--- src/rtl/sample_frame_fifo.sv ---
// sample_frame_fifo
// Collects serial per-channel samples into CHANNELS-wide frames and queues
// complete frames in a DEPTH-entry first-word-fall-through FIFO. Sticky
// Overflow/Misalign flags report dropped frames and out-of-place start-of-frame.
module sample_frame_fifo #(
  parameter int WIDTH    = 16,
  parameter int CHANNELS = 2,
  parameter int DEPTH    = 8
) (
  input  logic                         Clk,
  input  logic                         Rst,
  input  logic [WIDTH-1:0]             Data_In,
  input  logic                         Valid_In,
  input  logic                         Sof_In,
  output logic [CHANNELS*WIDTH-1:0]    Frame_Out,
  output logic                         Valid_Out,
  input  logic                         Ready_Out,
  output logic [$clog2(DEPTH):0]       Count,
  output logic                         Full,
  output logic                         Overflow,
  output logic                         Misalign,
  input  logic                         Clear_Flags
);

  localparam int FW    = CHANNELS * WIDTH;
  localparam int AW    = $clog2(DEPTH);
  localparam int CNTW  = AW + 1;
  localparam int CW    = (CHANNELS > 1) ? $clog2(CHANNELS) : 1;
  // Shadow slots hold channels 0..CHANNELS-2; keep at least one slot so the
  // array is legal when CHANNELS=1 (it is then never written or read).
  localparam int SLOTS = (CHANNELS > 1) ? CHANNELS - 1 : 1;

  localparam logic [CW-1:0]   LAST_CHAN = CW'(CHANNELS - 1);
  localparam logic [CNTW-1:0] DEPTH_CNT = CNTW'(DEPTH);

  // ---------------------------------------------------------------------------
  // Assembly stage
  // ---------------------------------------------------------------------------
  logic [CW-1:0]    chan;
  logic [CW-1:0]    eff_chan;
  logic [WIDTH-1:0] shadow [SLOTS];
  logic             frame_done;
  logic             misalign_set;
  logic [FW-1:0]    frame_in;

  // A Sof sample always lands in channel 0, whatever the current index is.
  assign eff_chan     = Sof_In ? '0 : chan;
  assign frame_done   = Valid_In && (eff_chan == LAST_CHAN);
  assign misalign_set = Valid_In && Sof_In && (chan != '0);

  // Channel index: advance on each valid sample, wrap after the last channel.
  always_ff @(posedge Clk) begin
    if (Rst) begin
      chan <= '0;
    end else if (Valid_In) begin
      // NOTE: sequential state uses non-blocking assignments so every register
      // samples pre-edge values regardless of statement order.
      if (frame_done) chan <= '0;
      else            chan <= eff_chan + CW'(1);
    end
  end

  // Shadow register: capture every sample except the frame-completing one.
  always_ff @(posedge Clk) begin
    if (Valid_In && !frame_done) begin
      for (int i = 0; i < SLOTS; i++) begin
        if (eff_chan == CW'(i)) shadow[i] <= Data_In;
      end
    end
  end

  // Completed frame: earlier channels from the shadow, last channel live.
  always_comb begin
    // NOTE: a default before any conditional/loop assignment keeps this purely
    // combinational; a missed path would otherwise infer a latch.
    frame_in = '0;
    for (int i = 0; i < CHANNELS - 1; i++) begin
      frame_in[i*WIDTH +: WIDTH] = shadow[i];
    end
    frame_in[(CHANNELS-1)*WIDTH +: WIDTH] = Data_In;
  end

  // ---------------------------------------------------------------------------
  // FIFO
  // ---------------------------------------------------------------------------
  logic [FW-1:0]   mem [DEPTH];
  logic [AW-1:0]   wr_ptr;
  logic [AW-1:0]   rd_ptr;
  logic [CNTW-1:0] count_r;
  logic [CNTW-1:0] count_next;
  logic            valid_r;
  logic            full_r;
  logic            pop;
  logic            push_ok;
  logic            overflow_set;

  assign pop          = valid_r && Ready_Out;
  // A pop in the same cycle frees the slot the push needs.
  assign push_ok      = frame_done && ((count_r < DEPTH_CNT) || pop);
  assign overflow_set = frame_done && !push_ok;

  // Next occupancy from the accepted push/pop pair.
  always_comb begin
    count_next = count_r;
    case ({push_ok, pop})
      2'b10:   count_next = count_r + CNTW'(1);
      2'b01:   count_next = count_r - CNTW'(1);
      default: count_next = count_r;
    endcase
  end

  // Frame storage: written only on an accepted push.
  always_ff @(posedge Clk) begin
    // NOTE: the array carries no reset; valid_r gates every read, so stale
    // contents are never observable and the array can map to plain storage.
    if (push_ok) mem[wr_ptr] <= frame_in;
  end

  // Pointers, occupancy and the registered status derived from it.
  always_ff @(posedge Clk) begin
    if (Rst) begin
      wr_ptr  <= '0;
      rd_ptr  <= '0;
      count_r <= '0;
      valid_r <= 1'b0;
      full_r  <= 1'b0;
    end else begin
      if (push_ok) wr_ptr <= wr_ptr + AW'(1);
      if (pop)     rd_ptr <= rd_ptr + AW'(1);
      count_r <= count_next;
      valid_r <= (count_next != '0);
      full_r  <= (count_next == DEPTH_CNT);
    end
  end

  // ---------------------------------------------------------------------------
  // Sticky flags: a set event outranks a coincident clear.
  // ---------------------------------------------------------------------------
  always_ff @(posedge Clk) begin
    if (Rst) begin
      Overflow <= 1'b0;
      Misalign <= 1'b0;
    end else begin
      if (overflow_set)     Overflow <= 1'b1;
      else if (Clear_Flags) Overflow <= 1'b0;
      if (misalign_set)     Misalign <= 1'b1;
      else if (Clear_Flags) Misalign <= 1'b0;
    end
  end

  // ---------------------------------------------------------------------------
  // Outputs
  // ---------------------------------------------------------------------------
  assign Frame_Out = valid_r ? mem[rd_ptr] : '0;
  assign Valid_Out = valid_r;
  assign Count     = count_r;
  assign Full      = full_r;

endmodule

--- config.mk ---
export PLATFORM = sky130hd
export DESIGN_NAME = sample_frame_fifo
export DESIGN_NICKNAME = d
export VERILOG_FILES = /design/src/rtl/sample_frame_fifo.sv
export SDC_FILE = /design/constraint.sdc
export NUM_CORES = 1
export LEC_CHECK = 0
export CAP_MARGIN = 25
export CORE_ASPECT_RATIO = 0.6
export CORE_MARGIN = 1
export CORE_UTILIZATION = 62
export CTS_CLUSTER_DIAMETER = 80
export DETAILED_ROUTE_END_ITERATION = 16
export GPL_TIMING_DRIVEN = 0
export PLACE_DENSITY = 0.82
export SYNTH_ARGS = -nofsm -noshare
export SYNTH_HDL_FRONTEND = slang
export SYNTH_SLANG_ARGS = --single-unit
--- constraint.sdc ---
create_clock -name Clk -period 13.1 [get_ports Clk]
set_clock_uncertainty 0.2 [all_clocks]
set_input_delay 2.62 -clock Clk [delete_from_list [all_inputs] [get_ports Clk]]
set_output_delay 2.62 -clock Clk [all_outputs]
set_load 0.02 [all_outputs]
---- After elaboration in Yosys (flattened, before gate mapping) ----
Memory sizes are Yosys's and may differ from the RTL's. A register that Yosys moved wholly into a read port is not among the register bits.
Cells that the tools add are included.
storage, ports and cells
  logic and storage cells ................. 46
  memories kept ........................... 2
  flip-flop bits (word level) ............. 15
  input bits .............................. 22
  output and inout bits ................... 40
  bits in writable memories ............... 272
cells by class
  equal/unequal tests ..................... 3
  order comparisons ....................... 1
  add/subtract/negate cells ............... 5
  multiplexer cells ....................... 14
  reduce and logical (&&, ||, !) cells .... 13
memory list
  name    words  width  read ports  clocked after memory_dff  write ports  line  source
  mem     8      32     1           1                         1            86    logic [FW-1:0] mem [DEPTH];
  shadow  1      16     1           0                         1            41    logic [WIDTH-1:0] shadow [SLOTS];
operators with widths
  operator             count
  $mux 32              1
  $mux 1               10
  $pmux 4 s2           1
  $logic_and 1x1->1    7
  $add 3x1->3 const B  2
  $mux 3               2
  $add 4x1->4 const B  1
  $eq 4x4->1 const B   1
  $lt 4x4->1 const B   1
  $reduce_bool 2->1    2
  $reduce_bool 4->1    1
  $sub 4x1->4 const B  1
  $eq 2x1->1 const B   1
  $eq 2x2->1 const B   1
  $logic_not 1->1      2
  $add 1x1->1 const B  1
  $logic_or 1x1->1     1

---- Depth between registers and ports, before layout ----
  depth after elaboration ................. 6
  gate-level depth with buffers ........... 11

---- Worst setup path after synthesis ----
Ideal clock, no wire load.
  path type ............................... input to register
  start point ............................. input Sof_In
  end point ............................... memory mem[0][0] (netlist name) (enable)
  stages .................................. 4
  arrival ................................. 6.305 ns
  library setup time ...................... 0.501 ns
  data required time ...................... 12.399 ns
  slack ................................... 6.094 ns
  path through ............................ and3b_1 > a21boi_2 > inv_1 > nor4_1
on the way
  cells in the longest elaborated chain, start to end .. 5
ends and longest elaborated chain
  element                       line  source
  from (decl)                   14    input logic Sof_In,
  $mux 1                        47    assign eff_chan = Sof_In ? '0 : chan;
  $logic_and 1x1->1             48    assign frame_done = Valid_In && (eff_chan == LAST_CHAN);
  $logic_and 1x1->1             99    assign push_ok = frame_done && ((count_r < DEPTH_CNT) || pop);
  $mux 1                        116   if (push_ok) mem[wr_ptr] <= frame_in;
  $mux 1 (not written as such)  116
  to (decl)                     86
No other way between the ends.

==> results.cfg <==
[outcome]
outcome = complete, no violations

[global_route]
grt_max_degree = 24
grt_usage_pct = 25.70
antenna_found_initial = 0
grt_pass1_vias = 5582
gr-total-overflow = 0
grt_first_pass_wirelength_um = 33840

[logic_synthesis]
syn-cell-area_um2 = 11060
ys_seq_elements = 290
synth_area_leaders = edfxtp_1, mux4_2, dfxtp_1, mux2i_1, nor2b_1
synth.distinct_cells = 28
synth_top_family_by_area = multiplexers
synthXorXnorAreaFrac_pct = 0.6336
synth.top_cell.area_share_pct = 73.85
synth_cells = 511
muxShareOfSynthArea_pct = 16.02
synth-compound-area-share_pct = 0.8259
synth_simple_gate_area_share_pct = 3.620
yosys_warnings = 0
yosysTopAreaCell = edfxtp_1
synth_nets = 538
ys_seq_area_share_pct = 77.11
avgSynthCellArea_um2 = 21.64
synth_fa_ha_area_share_pct = 0.5657

[timing]
grt_setup_unrepaired = false
worst_pin_slew_ps = 909.6
finalSetupViolCount = 0
timing.final.crit_share_pct = 44.19
final.min_clock_period_ps = 5788
finalMaxSlewViolations = 0
fin_ws_ps = 7312
hold_violations = 0
clock.fmax_mhz = 172.8
slew_headroom_pct = 39.03
setup_tns_ps = 0

[floorplan]
rows = 37
core_area_um2 = 17310
start_util_pct = 63.87
die_x_um = 174.4
dieArea_um2 = 18390
die_y_um = 105.5
boundaryPins = 62

[cts]
cts_made_buffers = 25
ctsHtreeMaxLevel = 1
cts_root_buffer = clkbuf_16
clk_latency_ps = 520
post_cts_resized = 0
cts_buffer_depth = 3
clk_pin_slew_worst_paths_ps = 70
post_cts_buffers = 0
cts_sinks = 290
cts_tree = yes
cts_hold_buf = 0

[pwr]
report.power.total_mw = 1.884
leakagePower_nw = 4.068
power_density_nw_per_um2 = 144.8
vdd.ir_drop.worst_mv = 0.1245

[worst_setup_path]
reg2reg_slack_ps = 9770
cp_cell_sequence = clkbuf_1 > buf_2 > mux4_2 > mux2i_1 > nor2b_1 > clkdlybuf4s50_1
setup.worst_path.class = register to output port
max_stage_delay_ps = 540
start_kind = register
crit_slowest_cell = clkdlybuf4s50_1
worst_setup_path_end_kind = output port
cp_max_fo = 10
required_ps = 10280
cp.arrival_ps = 2970

[worst_hold_path]
hold_path_class = register to register

[final_layout]
final_area_um2 = 13010
drive_above_1_share_pct = 22.54
nNetsFinal = 648
n_antenna_cell = 0
fillers = 941
syn2layout_area_growth_pct = 17.67

[placed_design]
hpwl_um = 14390
place_congestion = 0.8074
portBuffers = 61
dp_slack_ps = 7352
placedInstanceArea_um2 = 12270

[drt]
wl_per_cell_um = 25.84
antenna_left = 0
wirelength_um = 22560
vias = 5315
drc = 0
drt_iter0_markers = 628
drtPass1Iterations = 5
routed_via_density = 6.088

[job]
drv_cap = 0
## sequential cells by signal, summed over array words and instances, names as in the netlist, named ones only
signal / count
rd_ptr: 3
mem: 256
Misalign: 1
wr_ptr: 3
Overflow: 1
chan: 1
shadow: 16
Count: 4
Valid_Out: 1
Full: 1
## through the flow
step / utilization (%) / std cells / hold slack [ps]
after floorplan: - / 511 / 246.7
after global placement: 69.09 / 806 / 268.2
after detailed placement: 70.85 / 828 / 306.3
after CTS: 75.16 / 873 / 320.6
after global routing: 75.16 / 873 / 346.2
final: 75.16 / 873 / 319.4
## cell usage in the layout, fill, tap and decap left out, types with 8 or more instances in the layout
| cell | instances |
|---|---|
| buf_2 | 9 |
| nor2b_1 | 34 |
| clkbuf_16 | 25 |
| clkinv_1 | 8 |
| mux4_2 | 64 |
| edfxtp_1 | 272 |
| clkbuf_1 | 12 |
| nand2_1 | 9 |
| buf_6 | 11 |
| mux2i_1 | 33 |
| clkdlybuf4s50_1 | 61 |
| dfxtp_1 | 18 |
| buf_4 | 14 |
| nor2_1 | 12 |
## critical path: cells and delay by family, from the launching register on
| kind | cells | cell delay [ps] |
|---|---|---|
| AND/OR/NAND/NOR | 1 | 80 |
| buffers and inverters | 3 | 1420 |
| flip-flops | 1 | 310 |
| multiplexers | 2 | 630 |
## layer usage
metal | up-vias | track usage, % | share of wire, %
li1 | 2294 | - | -
met2 | 222 | 41.97 | 50
met1 | 2764 | 37.18 | 42
met3 | 35 | 4.221 | 6.8
met5 | - | 0 | 0
met4 | 0 | 5.952 | 1.4
## power by group
part / switching [mW] / leakage, nW / total (mW) / internal (mW)
clock: 0.309 / 0.361 / 0.680 / 0.372
combinational: 0.0850 / 1.10 / 0.169 / 0.0837
sequential: 0.0125 / 2.60 / 1.04 / 1.02
total: 0.406 / 4.07 / 1.88 / 1.48
## cell type report
type,instances,area [um^2],area share [%]
Multi-Input combinational cell,195,2449,18.82
Tap cell,234,292.8,2.250
Clock inverter,14,98.84,0.7595
Clock buffer,31,648.1,4.980
Inverter,4,15.01,0.1154
Buffer,22,120.1,0.9230
Timing Repair Buffer,83,862.1,6.624
Sequential cell,290,8528,65.53
## cells by family after synthesis
kind of cell,after synthesis
multiplexers,97
adder cells (fa/ha/maj),5
AO/OA/AOI/OAI,12
AND/OR/NAND/NOR,73
XOR/XNOR,8
buffers and inverters,26
flip-flops,290
## Yosys cell counts (all sizes together)
| cell type | number |
|---|---|
| a21boi | 2 |
| edfxtp | 272 |
| clkbuf | 6 |
| ha | 5 |
| or3 | 1 |
| nand2 | 9 |
| buf | 16 |
| dfxtp | 18 |
| and2b | 1 |
| a31oi | 2 |
| nor4bb | 1 |
| nor2 | 15 |
| xor2 | 5 |
| o22ai | 1 |
| a32oi | 2 |
| a21oi | 4 |
| inv | 4 |
| nor4 | 1 |
| nor2b | 34 |
| nand2b | 4 |
| o32ai | 1 |
| nor3 | 5 |
| and3b | 2 |
| mux4 | 64 |
| mux2i | 33 |
| xnor2 | 3 |
## path summary, 6_finish.rpt
kind                                            start                     to  cells after the start
worst max-delay path                         register          Frame_Out[11]                      6
worst min-delay path            Misalign$_SDFFE_PP0P_  Misalign$_SDFFE_PP0P_                      2
worst max register to register   Valid_Out$_SDFF_PP0_        Full$_SDFF_PP0_                     11
worst min register to register  Misalign$_SDFFE_PP0P_  Misalign$_SDFFE_PP0P_                      2
Note: power is estimated with default switching activity, not from simulation.
